--- src/rtl/dram_port_master_if.sv ---
// rtl/dram_port_master_if.sv - cache-side request/response and memory-side bus of the DRAM port master
interface dram_port_master_if #(
    parameter int ADDR_BITS  = 32,
    parameter int BLOCK_BITS = 256
);
    logic                  req_valid;
    logic                  req_write;
    logic [ADDR_BITS-1:0]  req_addr;
    logic [BLOCK_BITS-1:0] req_wdata;
    logic                  req_ready;
    logic                  resp_valid;
    logic                  resp_write;
    logic [BLOCK_BITS-1:0] resp_rdata;
    logic                  resp_err;
    logic [ADDR_BITS-1:0]  addr;
    logic [BLOCK_BITS-1:0] din;
    logic                  en;
    logic                  we;
    logic [BLOCK_BITS-1:0] dout;
    logic                  dready;
    logic                  accR;
    logic                  accW;
    logic                  busy;

    modport master (
        input  req_valid, req_write, req_addr, req_wdata, dout, dready, accR, accW,
        output req_ready, resp_valid, resp_write, resp_rdata, resp_err, addr, din, en, we, busy
    );

    modport slave (
        output req_valid, req_write, req_addr, req_wdata, dout, dready, accR, accW,
        input  req_ready, resp_valid, resp_write, resp_rdata, resp_err, addr, din, en, we, busy
    );
endinterface

--- src/rtl/dram_port_master.sv ---
// rtl/dram_port_master.sv - single-outstanding L2 block fill/writeback master towards a DRAM port
module dram_port_master #(
    parameter int ADDR_BITS  = 32,
    parameter int BLOCK_BITS = 256,
    parameter int TIMEOUT    = 63
) (
    input  logic               clk,
    input  logic               reset,
    dram_port_master_if.master bus
);
    localparam int CW = $clog2(TIMEOUT + 1);
    localparam logic [CW-1:0]        TMO      = CW'(TIMEOUT);
    localparam logic [ADDR_BITS-1:0] OFF_MASK = ADDR_BITS'(BLOCK_BITS / 8 - 1);

    typedef enum logic [2:0] {IDLE, WAIT_ACC, ISSUE, WAIT_DATA, RESP} state_t;

    state_t                state, state_nx;
    logic                  write_q;
    logic [ADDR_BITS-1:0]  addr_q;
    logic [BLOCK_BITS-1:0] wdata_q;
    logic [BLOCK_BITS-1:0] rdata_q;
    logic [CW-1:0]         cnt;

    always_ff @(posedge clk) begin
        if (reset) state <= IDLE;
        else       state <= state_nx;
    end

    // Both acceptance flags are required regardless of direction so a read never overtakes a posted write.
    always_comb begin
        state_nx = state;
        case (state)
            IDLE:      if (bus.req_valid) state_nx = WAIT_ACC;
            WAIT_ACC:  if (bus.accR && bus.accW) state_nx = ISSUE;
            ISSUE:     state_nx = write_q ? RESP : WAIT_DATA;
            WAIT_DATA: begin
                if (bus.dready)      state_nx = RESP;
                else if (cnt == TMO) state_nx = IDLE;
            end
            RESP:      state_nx = IDLE;
            default:   state_nx = IDLE;
        endcase
    end

    always_comb begin
        bus.req_ready  = 1'b0;
        bus.en         = 1'b0;
        bus.we         = 1'b0;
        bus.resp_valid = 1'b0;
        bus.resp_err   = 1'b0;
        case (state)
            IDLE:      bus.req_ready = !reset;
            ISSUE: begin
                bus.en = !write_q;
                bus.we = write_q;
            end
            WAIT_DATA: bus.resp_err = !bus.dready && (cnt == TMO);
            RESP:      bus.resp_valid = 1'b1;
            default:   ;
        endcase
        bus.busy = (state != IDLE);
    end

    // Counter reads 0 in ISSUE and k in the k-th cycle after the read strobe.
    always_ff @(posedge clk) begin
        if (reset) begin
            write_q <= 1'b0;
            addr_q  <= '0;
            wdata_q <= '0;
            rdata_q <= '0;
            cnt     <= '0;
        end else begin
            if (state == IDLE && bus.req_valid) begin
                write_q <= bus.req_write;
                addr_q  <= bus.req_addr & ~OFF_MASK;
                wdata_q <= bus.req_wdata;
            end
            if (state == WAIT_DATA && bus.dready)
                rdata_q <= bus.dout;
            if (state == ISSUE || state == WAIT_DATA)
                cnt <= cnt + CW'(1);
            else
                cnt <= '0;
        end
    end

    assign bus.addr       = addr_q;
    assign bus.din        = wdata_q;
    assign bus.resp_rdata = rdata_q;
    assign bus.resp_write = write_q;
endmodule
--- src/flat_wrapper.sv ---
// flat-port wrapper written by rule: the top's interface ports become plain ports
module dram_port_master_flat 
#(
    parameter int ADDR_BITS  = 32,
    parameter int BLOCK_BITS = 256,
    parameter int TIMEOUT    = 63
)
  (clk, reset, bus_req_valid, bus_req_write, bus_req_addr, bus_req_wdata, bus_dout, bus_dready, bus_accR, bus_accW, bus_req_ready, bus_resp_valid, bus_resp_write, bus_resp_rdata, bus_resp_err, bus_addr, bus_din, bus_en, bus_we, bus_busy);
  dram_port_master_if #(.ADDR_BITS(ADDR_BITS), .BLOCK_BITS(BLOCK_BITS)) bus_i ();
  input  logic clk;
  input  logic reset;
  input wire logic [$bits(bus_i.req_valid)-1:0] bus_req_valid;
  input wire logic [$bits(bus_i.req_write)-1:0] bus_req_write;
  input wire logic [$bits(bus_i.req_addr)-1:0] bus_req_addr;
  input wire logic [$bits(bus_i.req_wdata)-1:0] bus_req_wdata;
  input wire logic [$bits(bus_i.dout)-1:0] bus_dout;
  input wire logic [$bits(bus_i.dready)-1:0] bus_dready;
  input wire logic [$bits(bus_i.accR)-1:0] bus_accR;
  input wire logic [$bits(bus_i.accW)-1:0] bus_accW;
  output wire logic [$bits(bus_i.req_ready)-1:0] bus_req_ready;
  output wire logic [$bits(bus_i.resp_valid)-1:0] bus_resp_valid;
  output wire logic [$bits(bus_i.resp_write)-1:0] bus_resp_write;
  output wire logic [$bits(bus_i.resp_rdata)-1:0] bus_resp_rdata;
  output wire logic [$bits(bus_i.resp_err)-1:0] bus_resp_err;
  output wire logic [$bits(bus_i.addr)-1:0] bus_addr;
  output wire logic [$bits(bus_i.din)-1:0] bus_din;
  output wire logic [$bits(bus_i.en)-1:0] bus_en;
  output wire logic [$bits(bus_i.we)-1:0] bus_we;
  output wire logic [$bits(bus_i.busy)-1:0] bus_busy;
  assign bus_i.req_valid = bus_req_valid;
  assign bus_i.req_write = bus_req_write;
  assign bus_i.req_addr = bus_req_addr;
  assign bus_i.req_wdata = bus_req_wdata;
  assign bus_i.dout = bus_dout;
  assign bus_i.dready = bus_dready;
  assign bus_i.accR = bus_accR;
  assign bus_i.accW = bus_accW;
  assign bus_req_ready = bus_i.req_ready;
  assign bus_resp_valid = bus_i.resp_valid;
  assign bus_resp_write = bus_i.resp_write;
  assign bus_resp_rdata = bus_i.resp_rdata;
  assign bus_resp_err = bus_i.resp_err;
  assign bus_addr = bus_i.addr;
  assign bus_din = bus_i.din;
  assign bus_en = bus_i.en;
  assign bus_we = bus_i.we;
  assign bus_busy = bus_i.busy;
  dram_port_master #(.ADDR_BITS(ADDR_BITS), .BLOCK_BITS(BLOCK_BITS), .TIMEOUT(TIMEOUT)) u_core (.clk(clk), .reset(reset), .bus(bus_i));
endmodule
--- config.mk ---
export PLATFORM = sky130hd
export DESIGN_NAME = dram_port_master_flat
export DESIGN_NICKNAME = d
export VERILOG_FILES = /design/src/rtl/dram_port_master_if.sv /design/src/rtl/dram_port_master.sv /design/src/flat_wrapper.sv
export SDC_FILE = /design/constraint.sdc
export NUM_CORES = 1
export LEC_CHECK = 0
export ABC_CLOCK_PERIOD_IN_PS = 2100
export CAP_MARGIN = 20
export CORE_AREA = 2 2 431 433
export CTS_CLUSTER_DIAMETER = 80
export CTS_CLUSTER_SIZE = 10
export DETAILED_ROUTE_END_ITERATION = 10
export DIE_AREA = 0 0 433 435
export PLACE_DENSITY = 0.3
export SKIP_CTS_REPAIR_TIMING = 1
export SLEW_MARGIN = 20
export SYNTH_ARGS = -nofsm -noshare
export SYNTH_HDL_FRONTEND = slang
export SYNTH_SLANG_ARGS = --single-unit
--- constraint.sdc ---
create_clock -name clk -period 2.1 [get_ports clk]
set_input_delay 0.21 -clock clk [delete_from_list [all_inputs] [get_ports clk]]
set_output_delay 0.21 -clock clk [all_outputs]
set_load 0.02 [all_outputs]
* After elaboration in Yosys (flattened, before gate mapping)
Index checks and enable logic that the tools add are counted.
** Cells by class
- Reductions and logical operators :: 12
- Muxes and demuxes :: 11
- Add/sub/neg operators :: 1
- Bitwise gates (word level) :: 1
- Equality and inequality tests :: 8
** Operator list (number)
- $mux 3 :: 5
- $pmux 3 s4 :: 1
- $add 6x1->6 const B :: 1
- $eq 3x2->1 const B :: 2
- $eq 6x6->1 const B :: 1
- $mux 1 :: 5
- $logic_and 1x1->1 :: 4
- $eq 3x1->1 const B :: 1
- $eq 3x3->1 const B :: 1
- $logic_not 1->1 :: 3
- $logic_not 3->1 :: 1
- $ne 3x2->1 const B :: 1
- $reduce_and 3->1 :: 1
- $reduce_bool 3->1 :: 1
- $ne 2x1->1 const B :: 1
- $ne 2x2->1 const B :: 1
- $reduce_or 2->1 :: 1
- $logic_or 1x1->1 :: 1
- $not 1->1 :: 1
** Word-level totals
- Register bits after elaboration :: 549
- Input bits :: 551
- Logic and storage cells :: 39
- Output and inout port bits :: 551

* Depth between registers and ports, before layout
Gate-level depths: netlist of run 1.
- Depth after elaboration :: 4
- Gate-level depth with buffers :: 6
- Depth with buffers taken out :: 4

* Worst setup path before layout of run 1
Ideal clock, no wire load.
- Path kind :: register to register
- Start point :: register u_core.state[2]
- End point :: register u_core.state[1]
- Data required time :: 2.005 ns
- Cell stages (with the launch flop) :: 5
- Setup time :: 0.095 ns
- Path buffers :: 1
- Period minus slack after synthesis :: 1.847 ns
- Arrival time :: 1.751 ns
- Path slack :: 0.253 ns
- Cell sequence :: dfxtp_1 buf_2 nor4b_1 a21oi_1 a221oi_1
** Between the ends
- Cells in the longest elaborated chain, start to end :: 3
- Elaborated cells between the ends (all ways) :: 9
- Classes of those cells :: 6 x eq/ne; 1 x mux; 2 x reduce/logical
** Ends and longest elaborated chain
- start: declaration :: line dram_port_master.sv:17 : state_t state, state_nx;
- start signal: assignment :: line dram_port_master.sv:26 : else state <= state_nx;
- $eq 3x2->1, or another cell as far along :: line dram_port_master.sv:32 : case (state)
- $ne 3x2->1 (no line), or another cell as far along
- $reduce_and 3->1 (no line)
Parallel ways exist; a longest one is shown, timed or not.
A chain may end at the register's enable or synchronous reset.

* Worst setup path in the final report of run 1
- Start point :: register u_core.state[0]
- End point :: output bus_req_ready
** Between the ends
- Cells in the longest elaborated chain, start to end :: 2
** Ends and longest elaborated chain
- $logic_not 3->1 :: line dram_port_master.sv:51 : case (state)
- $mux 1 :: line dram_port_master.sv:51
- end: declaration :: line flat_wrapper.sv:20 : output wire logic [$bits(bus_i.req_ready)-1:0] bus_req_ready;
No other way between the ends.

==> results of run 1 <==
sequential cells by signal, indices dropped and copies added (netlist names):
register and count:
u_core.state 3, u_core.bus.resp_rdata 256, u_core.bus.addr 27, u_core.bus.din 256, u_core.bus.resp_write 1, u_core.cnt 6
synthesized netlist by cell type:
cell      count
a211oi_1      1
a21oi_1     542
a221oi_1      1
a311oi_1      1
and4b_1       1
buf_1         1
buf_2        97
buf_4         5
clkbuf_1     86
conb_1        1
dfxtp_1     549
ha_1          1
inv_1         1
mux2i_1       1
nand2_1    1082
nand2b_1      1
nand3_1       2
nand4b_1      1
nor2_1       10
nor3b_1       2
nor4b_1       1
nor4b_4       1
nor4bb_1      2
o21ai_0       2
or3_1         2
or3b_2        1
or4b_1        1
xnor2_1       1
xor2_1        2
through the flow:
| step | TNS [ps] | worst slack, ps | instances | area [sq um] | power [uW] |
|---|---|---|---|---|---|
| after floorplan | 0 | 253.3 | 2403 | 18890 | 13010 |
| after global placement | 0 | 37.05 | 5884 | 33240 | 15940 |
| after detailed placement | 0 | 5.133 | 5884 | 33240 | 15930 |
| after CTS | -3237 | -531.9 | 6003 | 35550 | 29030 |
| after global routing | -359.9 | -156.6 | 6033 | 35870 | 29660 |
| final | -15.21 | -12.64 | 6033 | 35870 | 28230 |
logic make-up (layout without fill, tap and decap cells):
logic type / count (synthesis) / count (layout)
xor gates and xnor gates: 3 / 3
and+or+nand+nor: 1107 / 1107
buffers and inverters: 190 / 1327
adders and majority gates: 1 / 1
other: 1 / 18
DFF: 549 / 549
muxes: 1 / 1
AOI/OAI and AO/OA: 547 / 547
metal layers:
metal / track usage [%] / wire length [um] / up-vias / share of wire, %
met1: 13.41 / 47010 / 9286 / 40
met4: 4.117 / 3393 / 10 / 2.9
li1: - / - / 9912 / -
met2: 20.80 / 57970 / 625 / 49
met5: 0 / 60 / - / 0.051
met3: 4.477 / 8861 / 169 / 7.6
final cells by class:
type / count / area, sq um
inverter: 1 / 3.754
fill: 20721 / 148200
tap: 2480 / 3103
clock inverter: 27 / 274.0
sequential: 549 / 11000
timing repair buffer: 1207 / 12310
antenna: 13 / 32.53
clock buffer: 92 / 2034
multi-input combinational: 1664 / 7108
worst max path at each step:
stage | depth (start not counted) | startpoint | slack (ps) | endpoint
6_report | 6 | u_core.state[0] | -10 | bus_req_ready
2_1_floorplan | 4 | u_core.state[2] | 250 | u_core.state[1]
3_5_place_dp | 7 | bus_req_valid | 5 | u_core.bus.din[201]
4_1_cts | 3 | u_core.state[1] | -530 | bus_en
3_3_place_gp | 7 | bus_req_valid | 40 | u_core.bus.din[188]
5_1_grt | 4 | u_core.state[0] | -160 | bus_resp_err
worst max-delay path, delay by kind of cell, from the launching register on:
| family | cells | cell delay (ps) |
|---|---|---|
| buffers and inverters | 4 | 480 |
| DFF | 1 | 330 |
| and+or+nand+nor | 2 | 400 |
power by group:
| group | internal, uW | switching [uW] |
|---|---|---|
| logic | 2220 | 2290 |
| registers | 10900 | 252 |
| clock network | 7050 | 5530 |
| total | 20200 | 8070 |
==> metrics.txt, run 1 <==
Unique masters post-synth=29; detailed-route vias per instance=3.315; H-tree Lvls=3; Max stage delay on crit path=330 ps; critical path required time=1890 ps; grt ovf=0; skew final=28.96 ps; Max clock buf depth=3; hold_ws=53.89 ps; initial antenna violation count=32; routed len/inst=19.44 um; multiplexer share of the synthesized area=0.05303%; synth-to-layout area growth=90.02%; Fmax=473.3 MHz; Hold Fails Final Rpt=0; Reg clk slew, reported paths=60 ps; Seq cells post-synth=549; via count=20002; GR Util All Layers=12.02%; CTS tree=built; sequential fraction of the synthesis area=58.22%; largest net degree at the start of global routing=66; Worst-Skew Late Latency=690 ps; leading cell type in the layout, fill and taps excluded=nand2_1; Tmin final=2113 ps; Peak VDD IR=558.4 uV; Rows=158; Mapped Area=18880 sq um; largest family of logic cells by synthesized area=simple AND/OR/NAND/NOR gates; area share of the largest cell type after synthesis=58.22%; kind of end point of the critical path=primary output; R2R Path Start=u_core.state[2]; critical path's slowest cell=dfxtp_2; CP Cell Sequence=buf_6 -> or3_4 -> buf_6 -> nor2_4 -> buf_6 -> buf_12; remaining routing DRC violations=0; most frequent cells in the layout=1082 x nand2_1, 1065 x clkdlybuf4s50_1, 546 x dfxtp_1; reg2reg end=u_core.bus.din[207]; Max-slew headroom=52.25%; Register-to-Register Path Depth=6; failing checks=negative setup slack; Post-Synth Simple-Gate Area=22.42%; CTS root buf=clkbuf_16; TritonCTS buffer count=77; Mapped Cells=2399; yosys warns=0; Post-DRT Antenna Nets=0; buffers added on ports=1091; Die X=433 um; fin nets=4052; Die H=435 um; Final Setup Violations=2; post-synthesis xor/xnor area fraction=0.1392%; final worst slack=-12.64 ps; WHS Path Cells=3; LEAKAGE=0.01236 uW; clk sinks=549; share of cells above drive strength 1=6.469%; area leader, netlist=dfxtp_1; number of global-route vias before repair=20134; Crit Path Category=flip-flop to primary output; io pins=1102; status=finished with violations; initial cell density of the core=10.26%; Detailed Routing Iterations Pass 1=5; crit start category=flip-flop; die area=188400 sq um; Layout Utilization=19.49%; RSZ-0062 raised after global routing=true; DR iter-0 viols=811; R2R Setup Slk=250 ps; synth top area cells=dfxtp_1 58%, nand2_1 22%, a21oi_1 14%; Arr. time, crit path=1900 ps; hpwl dp=90.46 mm; Hold Path End=u_core.bus.din[165]; power per cell area=787.1 nW/um^2; HP Start=bus_req_wdata[165]; Worst Tran Pin Value=716.2 ps; Slew Viols, Final=0; crit-path max FO=3; core area=184000 sq um; Max Cap Viol=0; adder-cell share of the synthesized area=0.06628%; most numerous cell on the critical path=buf_6; first-pass GRT wire length=160.6 mm; Hold Path Class=input port to flip-flop; placer's final routability congestion estimate=0.8256; drt total wl=117.3 mm; syn avg cell area=7.869 sq um; Compound-Gate Fraction of Synth Area=14.56%; crit share post-route=100.6%
Note: power is estimated with default switching activity, not from simulation.
==> inputs of run 2 (changes only) <==
--- a/config.mk
+++ b/config.mk
@@ -12,7 +12,7 @@
 export CTS_CLUSTER_SIZE = 10
 export DETAILED_ROUTE_END_ITERATION = 10
 export DIE_AREA = 0 0 433 435
-export PLACE_DENSITY = 0.3
+export PLACE_DENSITY = 0.4
 export SKIP_CTS_REPAIR_TIMING = 1
 export SLEW_MARGIN = 20
 export SYNTH_ARGS = -nofsm -noshare
==> metrics.txt, run 2 (synthesized netlist as in run 1, its figures left out) <==
GR Util All Layers=12.28% (was 12.02%); final instance area=35900 sq um (was 35870 sq um); initial antenna violation count=39 (was 32); H-tree Lvls=3 (unchanged); first-pass GRT wire length=161.6 mm (was 160.6 mm); share of cells above drive strength 1=7.010% (was 6.469%); Peak VDD IR=472.3 uV (was 558.4 uV); DP Cell Count=5902 (was 5884); remaining routing DRC violations=0 (unchanged); RSZ-0062 raised after global routing=true (unchanged); buffers added on ports=1091 (unchanged); LEAKAGE=0.01249 uW (was 0.01236 uW); reg2reg end=u_core.bus.din[181] (was u_core.bus.din[207]); Fmax=480.9 MHz (was 473.3 MHz); TritonCTS buffer count=75 (was 77); leading cell type in the layout, fill and taps excluded=nand2_1 (unchanged); R2R Setup Slk=110 ps (was 250 ps); R2R Path Start=u_core.state[0] (was u_core.state[2]); Detailed Routing Iterations Pass 1=5 (unchanged); Max stage delay on crit path=390 ps (was 330 ps); synth-to-layout area growth=90.20% (was 90.02%); hpwl dp=95.93 mm (was 90.46 mm); drt total wl=120.8 mm (was 117.3 mm); clk sinks=549 (unchanged); crit start category=flip-flop (unchanged); crit share post-route=99.02% (was 100.6%); status=finished clean (was finished with violations); Worst-Skew Late Latency=680 ps (was 690 ps); Slew Viols, Final=0 (unchanged); fin nets=4058 (was 4052); die area=188400 sq um (unchanged); CTS root buf=clkbuf_16 (unchanged); routed len/inst=20.02 um (was 19.44 um); Final Setup Violations=0 (was 2); Non-Filler Instances=6033 (unchanged); via count=20249 (was 20002); CTS tree=built (unchanged); skew final=25.42 ps (was 28.96 ps); fill count=20652 (was 20721); Tmin final=2079 ps (was 2113 ps); Crit Path Category=flip-flop to primary output (unchanged); kind of end point of the critical path=primary output (unchanged); most numerous cell on the critical path=buf_6 (unchanged); hold_ws=68.48 ps (was 53.89 ps); placer's final routability congestion estimate=0.8966 (was 0.8256); Die H=435 um (unchanged); Hold Path Class=input port to flip-flop (unchanged); CP top delay family=simple AND/OR/NAND/NOR gates (was buffers and inverters); detailed-route vias per instance=3.356 (was 3.315); grt ovf=0 (unchanged); core area=184000 sq um (unchanged); most frequent cells in the layout=1082 x nand2_1, 1058 x clkdlybuf4s50_1, 545 x dfxtp_1 (was 1082 x nand2_1, 1065 x clkdlybuf4s50_1, 546 x dfxtp_1); Register-to-Register Path Depth=7 (was 6); WP buf/inv=3 (was 4); Max clock buf depth=3 (unchanged); critical path's slowest cell=or3_4 (was dfxtp_2); critical path required time=1890 ps (about the same); dpl cell area=33350 sq um (was 33240 sq um); HP Start=bus_dout[112] (was bus_req_wdata[165]); WHS Path Cells=3 (unchanged); Final Total Pwr=28140 uW (was 28230 uW); Reg clk slew, reported paths=60 ps (about the same); setup tns final=0 ps (was -15.21 ps); DR iter-0 viols=1096 (was 811); Worst Tran Pin Value=588.2 ps (was 716.2 ps); Max Cap Viol=0 (unchanged); Hold Fails Final Rpt=0 (unchanged); Die X=433 um (unchanged); number of global-route vias before repair=19614 (was 20134); Rows=158 (unchanged); io pins=1102 (unchanged); Arr. time, crit path=1870 ps (was 1900 ps); CP Cell Sequence=buf_6 -> or3_4 -> nor2_4 -> buf_6 -> buf_12 (was buf_6 -> or3_4 -> buf_6 -> nor2_4 -> buf_6 -> buf_12); initial cell density of the core=10.26% (unchanged); Max-slew headroom=60.72% (was 52.25%); crit-path max FO=3 (unchanged); Post-DRT Antenna Nets=0 (unchanged); largest net degree at the start of global routing=83 (was 66); power per cell area=783.7 nW/um^2 (was 787.1 nW/um^2); Hold Path End=u_core.bus.resp_rdata[112] (was u_core.bus.din[165])
## run 2: cell count changes in the layout (fill, tap and decap cells not counted), moves of 2 or more
cell / change
clkbuf_1: -5
clkbuf_16: -2
diode_2: +2
dlymetal6s2s_1: +6
clkdlybuf4s50_1: -7
buf_4: +19
dlygate4sd3_1: -11
inv_6: -2
clkinv_2: -4
bufinv_16: +2
## run 2: stage by stage
stage | utilization (%) | setup slack (ps)
after floorplan | - | 253.3
after global placement | 18.12 | -10.21
after detailed placement | 18.12 | 0.9466
after CTS | 19.36 | -636.1
after global routing | 19.50 | -116.1
final | 19.51 | 20.58
## run 2: worst max path at each step
stage                          from                   to  slack, ps  depth (start not counted)
floorplan           u_core.state[2]      u_core.state[1]        250                          4
global placement      bus_req_valid  u_core.bus.din[181]        -10                          6
detailed placement    bus_req_valid  u_core.bus.din[181]        0.9                          6
CTS                 u_core.state[1]               bus_en       -640                          3
global route        u_core.state[0]        bus_req_ready       -120                          5
finish              u_core.state[0]        bus_req_ready         20                          5
## run 2: power breakdown
part | total [uW] | switching (uW) | internal (uW)
clock network | 12500 | 5370 | 7100
logic | 4520 | 2310 | 2210
registers | 11200 | 271 | 10900
total | 28100 | 7940 | 20200
## run 2: worst register-to-register path: cells and delay by family (launching register included)
family	cells	cell delay, ps
buffers and inverters	4	950
AOI/OAI and AO/OA	1	160
and+or+nand+nor	2	490
DFF	1	330
## run 2: layer usage
metal  GRT usage, %  part of all wire, %
met1          13.63                   39
met2          21.31                   50
met3          4.498                  7.8
met4          4.450                  3.2
met5        0.05123                0.043
## run 2: final cells by class
cell class              instances  area (sq um)  share of cell area, %
repair buffers               1215         12350                  34.39
flip-flops and latches        549         11000                  30.64
multi-input cells            1664          7128                  19.85
well taps                    2480          3103                  8.643
clock buffers                  85          1966                  5.475
clock inverters                24         316.6                 0.8817
diodes                         15         37.54                 0.1045
inverters                       1         3.754                0.01045
==> inputs of run 3 (changes only) <==
--- a/config.mk
+++ b/config.mk
@@ -12,6 +12,7 @@
 export CTS_CLUSTER_SIZE = 10
 export DETAILED_ROUTE_END_ITERATION = 10
 export DIE_AREA = 0 0 433 435
+export MAX_ROUTING_LAYER = met4
 export PLACE_DENSITY = 0.4
 export SKIP_CTS_REPAIR_TIMING = 1
 export SLEW_MARGIN = 20
==> metrics.txt, run 3 (synthesized netlist as in run 1, its figures left out) <==
status=finished with violations (was finished clean); failing checks=negative setup slack; via count=20135 (was 20249); most frequent cells in the layout=1082 x nand2_1, 1056 x clkdlybuf4s50_1, 545 x dfxtp_1 (was 1082 x nand2_1, 1058 x clkdlybuf4s50_1, 545 x dfxtp_1); Max-slew headroom=57.23% (was 60.72%); drt total wl=119.0 mm (was 120.8 mm); grt ovf=0 (unchanged); Max Cap Viol=0 (unchanged); H-tree Lvls=3 (unchanged); clk sinks=549 (unchanged); Reg clk slew, reported paths=60 ps (about the same); Detailed Routing Iterations Pass 1=5 (unchanged); Layout Utilization=19.32% (was 19.51%); synth-to-layout area growth=88.38% (was 90.20%); LEAKAGE=0.01237 uW (was 0.01249 uW); final instance area=35560 sq um (was 35900 sq um); Rows=158 (unchanged); Die X=433 um (unchanged); fin nets=4042 (was 4058); most numerous cell on the critical path=buf_6 (unchanged); Worst Tran Pin Value=641.5 ps (was 588.2 ps); critical path's slowest cell=dfxtp_4 (was or3_4); io pins=1102 (unchanged); hpwl dp=94.28 mm (was 95.93 mm); skew final=22.28 ps (was 25.42 ps); Final Total Pwr=27070 uW (was 28140 uW); Peak VDD IR=547.4 uV (was 472.3 uV); Final Setup Violations=1 (was 0); largest net degree at the start of global routing=71 (was 83); Register-to-Register Path Depth=6 (was 7); share of cells above drive strength 1=6.325% (was 7.010%); DR iter-0 viols=1066 (was 1096); Slew Viols, Final=0 (unchanged); Tmin final=2144 ps (was 2079 ps); first-pass GRT wire length=159.6 mm (was 161.6 mm); kind of end point of the critical path=primary output (unchanged); Arr. time, crit path=1930 ps (was 1870 ps); dpl cell area=33320 sq um (was 33350 sq um); initial cell density of the core=10.26% (unchanged); Post-DRT Antenna Nets=0 (unchanged); CTS tree=built (unchanged); Die H=435 um (unchanged); RSZ-0062 raised after global routing=true (unchanged); Worst-Skew Late Latency=670 ps (was 680 ps); CP Depth=6 (was 5); initial antenna violation count=44 (was 39); remaining routing DRC violations=0 (unchanged); final worst slack=-43.52 ps (was 20.58 ps); die area=188400 sq um (unchanged); Max clock buf depth=3 (unchanged); Max stage delay on crit path=350 ps (was 390 ps); WP buf/inv=4 (was 3); TritonCTS buffer count=70 (was 75); number of global-route vias before repair=19492 (was 19614); crit-path max FO=4 (was 3); routed len/inst=19.80 um (was 20.02 um); crit start category=flip-flop (unchanged); crit share post-route=102.1% (was 99.02%); Hold Path Class=input port to flip-flop (unchanged); critical path required time=1890 ps (about the same); leading cell type in the layout, fill and taps excluded=nand2_1 (unchanged); Fmax=466.5 MHz (was 480.9 MHz); setup tns final=-43.52 ps (was 0 ps); GR Util All Layers=12.48% (was 12.28%); Crit Path Category=flip-flop to primary output (unchanged); CTS root buf=clkbuf_16 (unchanged); buffers added on ports=1091 (unchanged); DP Cell Count=5895 (was 5902); power per cell area=761.2 nW/um^2 (was 783.7 nW/um^2); WHS Path Cells=3 (unchanged); CP Cell Sequence=buf_6 -> or3_4 -> buf_6 -> nor2_4 -> buf_6 -> buf_12 (was buf_6 -> or3_4 -> nor2_4 -> buf_6 -> buf_12); CP top delay family=buffers and inverters (was simple AND/OR/NAND/NOR gates); core area=184000 sq um (unchanged); Non-Filler Instances=6008 (was 6033); Hold Fails Final Rpt=0 (unchanged); placer's final routability congestion estimate=0.8969 (was 0.8966); detailed-route vias per instance=3.351 (was 3.356)
run 3: cell types whose count changed in the layout (fill, tap and decap cells not counted), moves of 2 or more:
cell / change
inv_6: -4
buf_4: -9
clkinvlp_4: -3
diode_2: +3
dlymetal6s2s_1: +3
clkbuf_1: -3
dlygate4sd3_1: -2
clkdlybuf4s50_1: -2
clkbuf_16: -6
run 3: routing by layer:
metal | vias up | share of wire (%) | wire length, um | GRT usage, %
met1 | 9414 | 40 | 47660 | 13.71
met3 | 176 | 6.9 | 8170 | 4.069
met5 | - | 0 | 0 | -
met4 | 0 | 2.9 | 3441 | 4.077
met2 | 647 | 50 | 59710 | 21.13
li1 | 9898 | - | - | -
run 3: layout make-up:
| type | instances | area (sq um) |
|---|---|---|
| multi-input cells | 1664 | 7113 |
| clock buffers | 75 | 1790 |
| fillers | 20584 | 148500 |
| clock inverters | 17 | 220.2 |
| repair buffers | 1204 | 12280 |
| diodes | 18 | 45.04 |
| well taps | 2480 | 3103 |
| inverters | 1 | 3.754 |
| flip-flops and latches | 549 | 11000 |
run 3: metrics by stage:
stage,setup slack [ps],hold WS [ps]
CTS,-642.3,-98.33
floorplan,253.3,346.0
global route,-178.6,4.064
finish,-43.52,81.63
detailed placement,-4.540,444.5
global placement,-1.676,429.8
run 3: path summary, 6_finish.rpt:
| path | slack (ps) | start | end |
|---|---|---|---|
| max | -40 | u_core.state[0] | bus_req_ready |
| min | 80 | bus_dout[131] | u_core.bus.resp_rdata[131] |
| max reg2reg | 220 | u_core.state[2] | u_core.bus.din[250] |
| min reg2reg | 450 | u_core.cnt[0] | u_core.cnt[0] |
run 3: where the power goes:
group | switching [uW] | total (uW) | internal (uW) | leakage (uW)
Clock | 5070 | 11400 | 6360 | 0.000987
Sequential | 263 | 11100 | 10900 | 0.00447
Combinational | 2300 | 4490 | 2200 | 0.00692
run 3: worst reg2reg max path: cells and delay by family, from the launching register on:
kind | cells | cell delay, ps
buffers and inverters | 3 | 790
flip-flops | 1 | 370
AND/OR/NAND/NOR | 2 | 510
AO/OA/AOI/OAI | 1 | 140
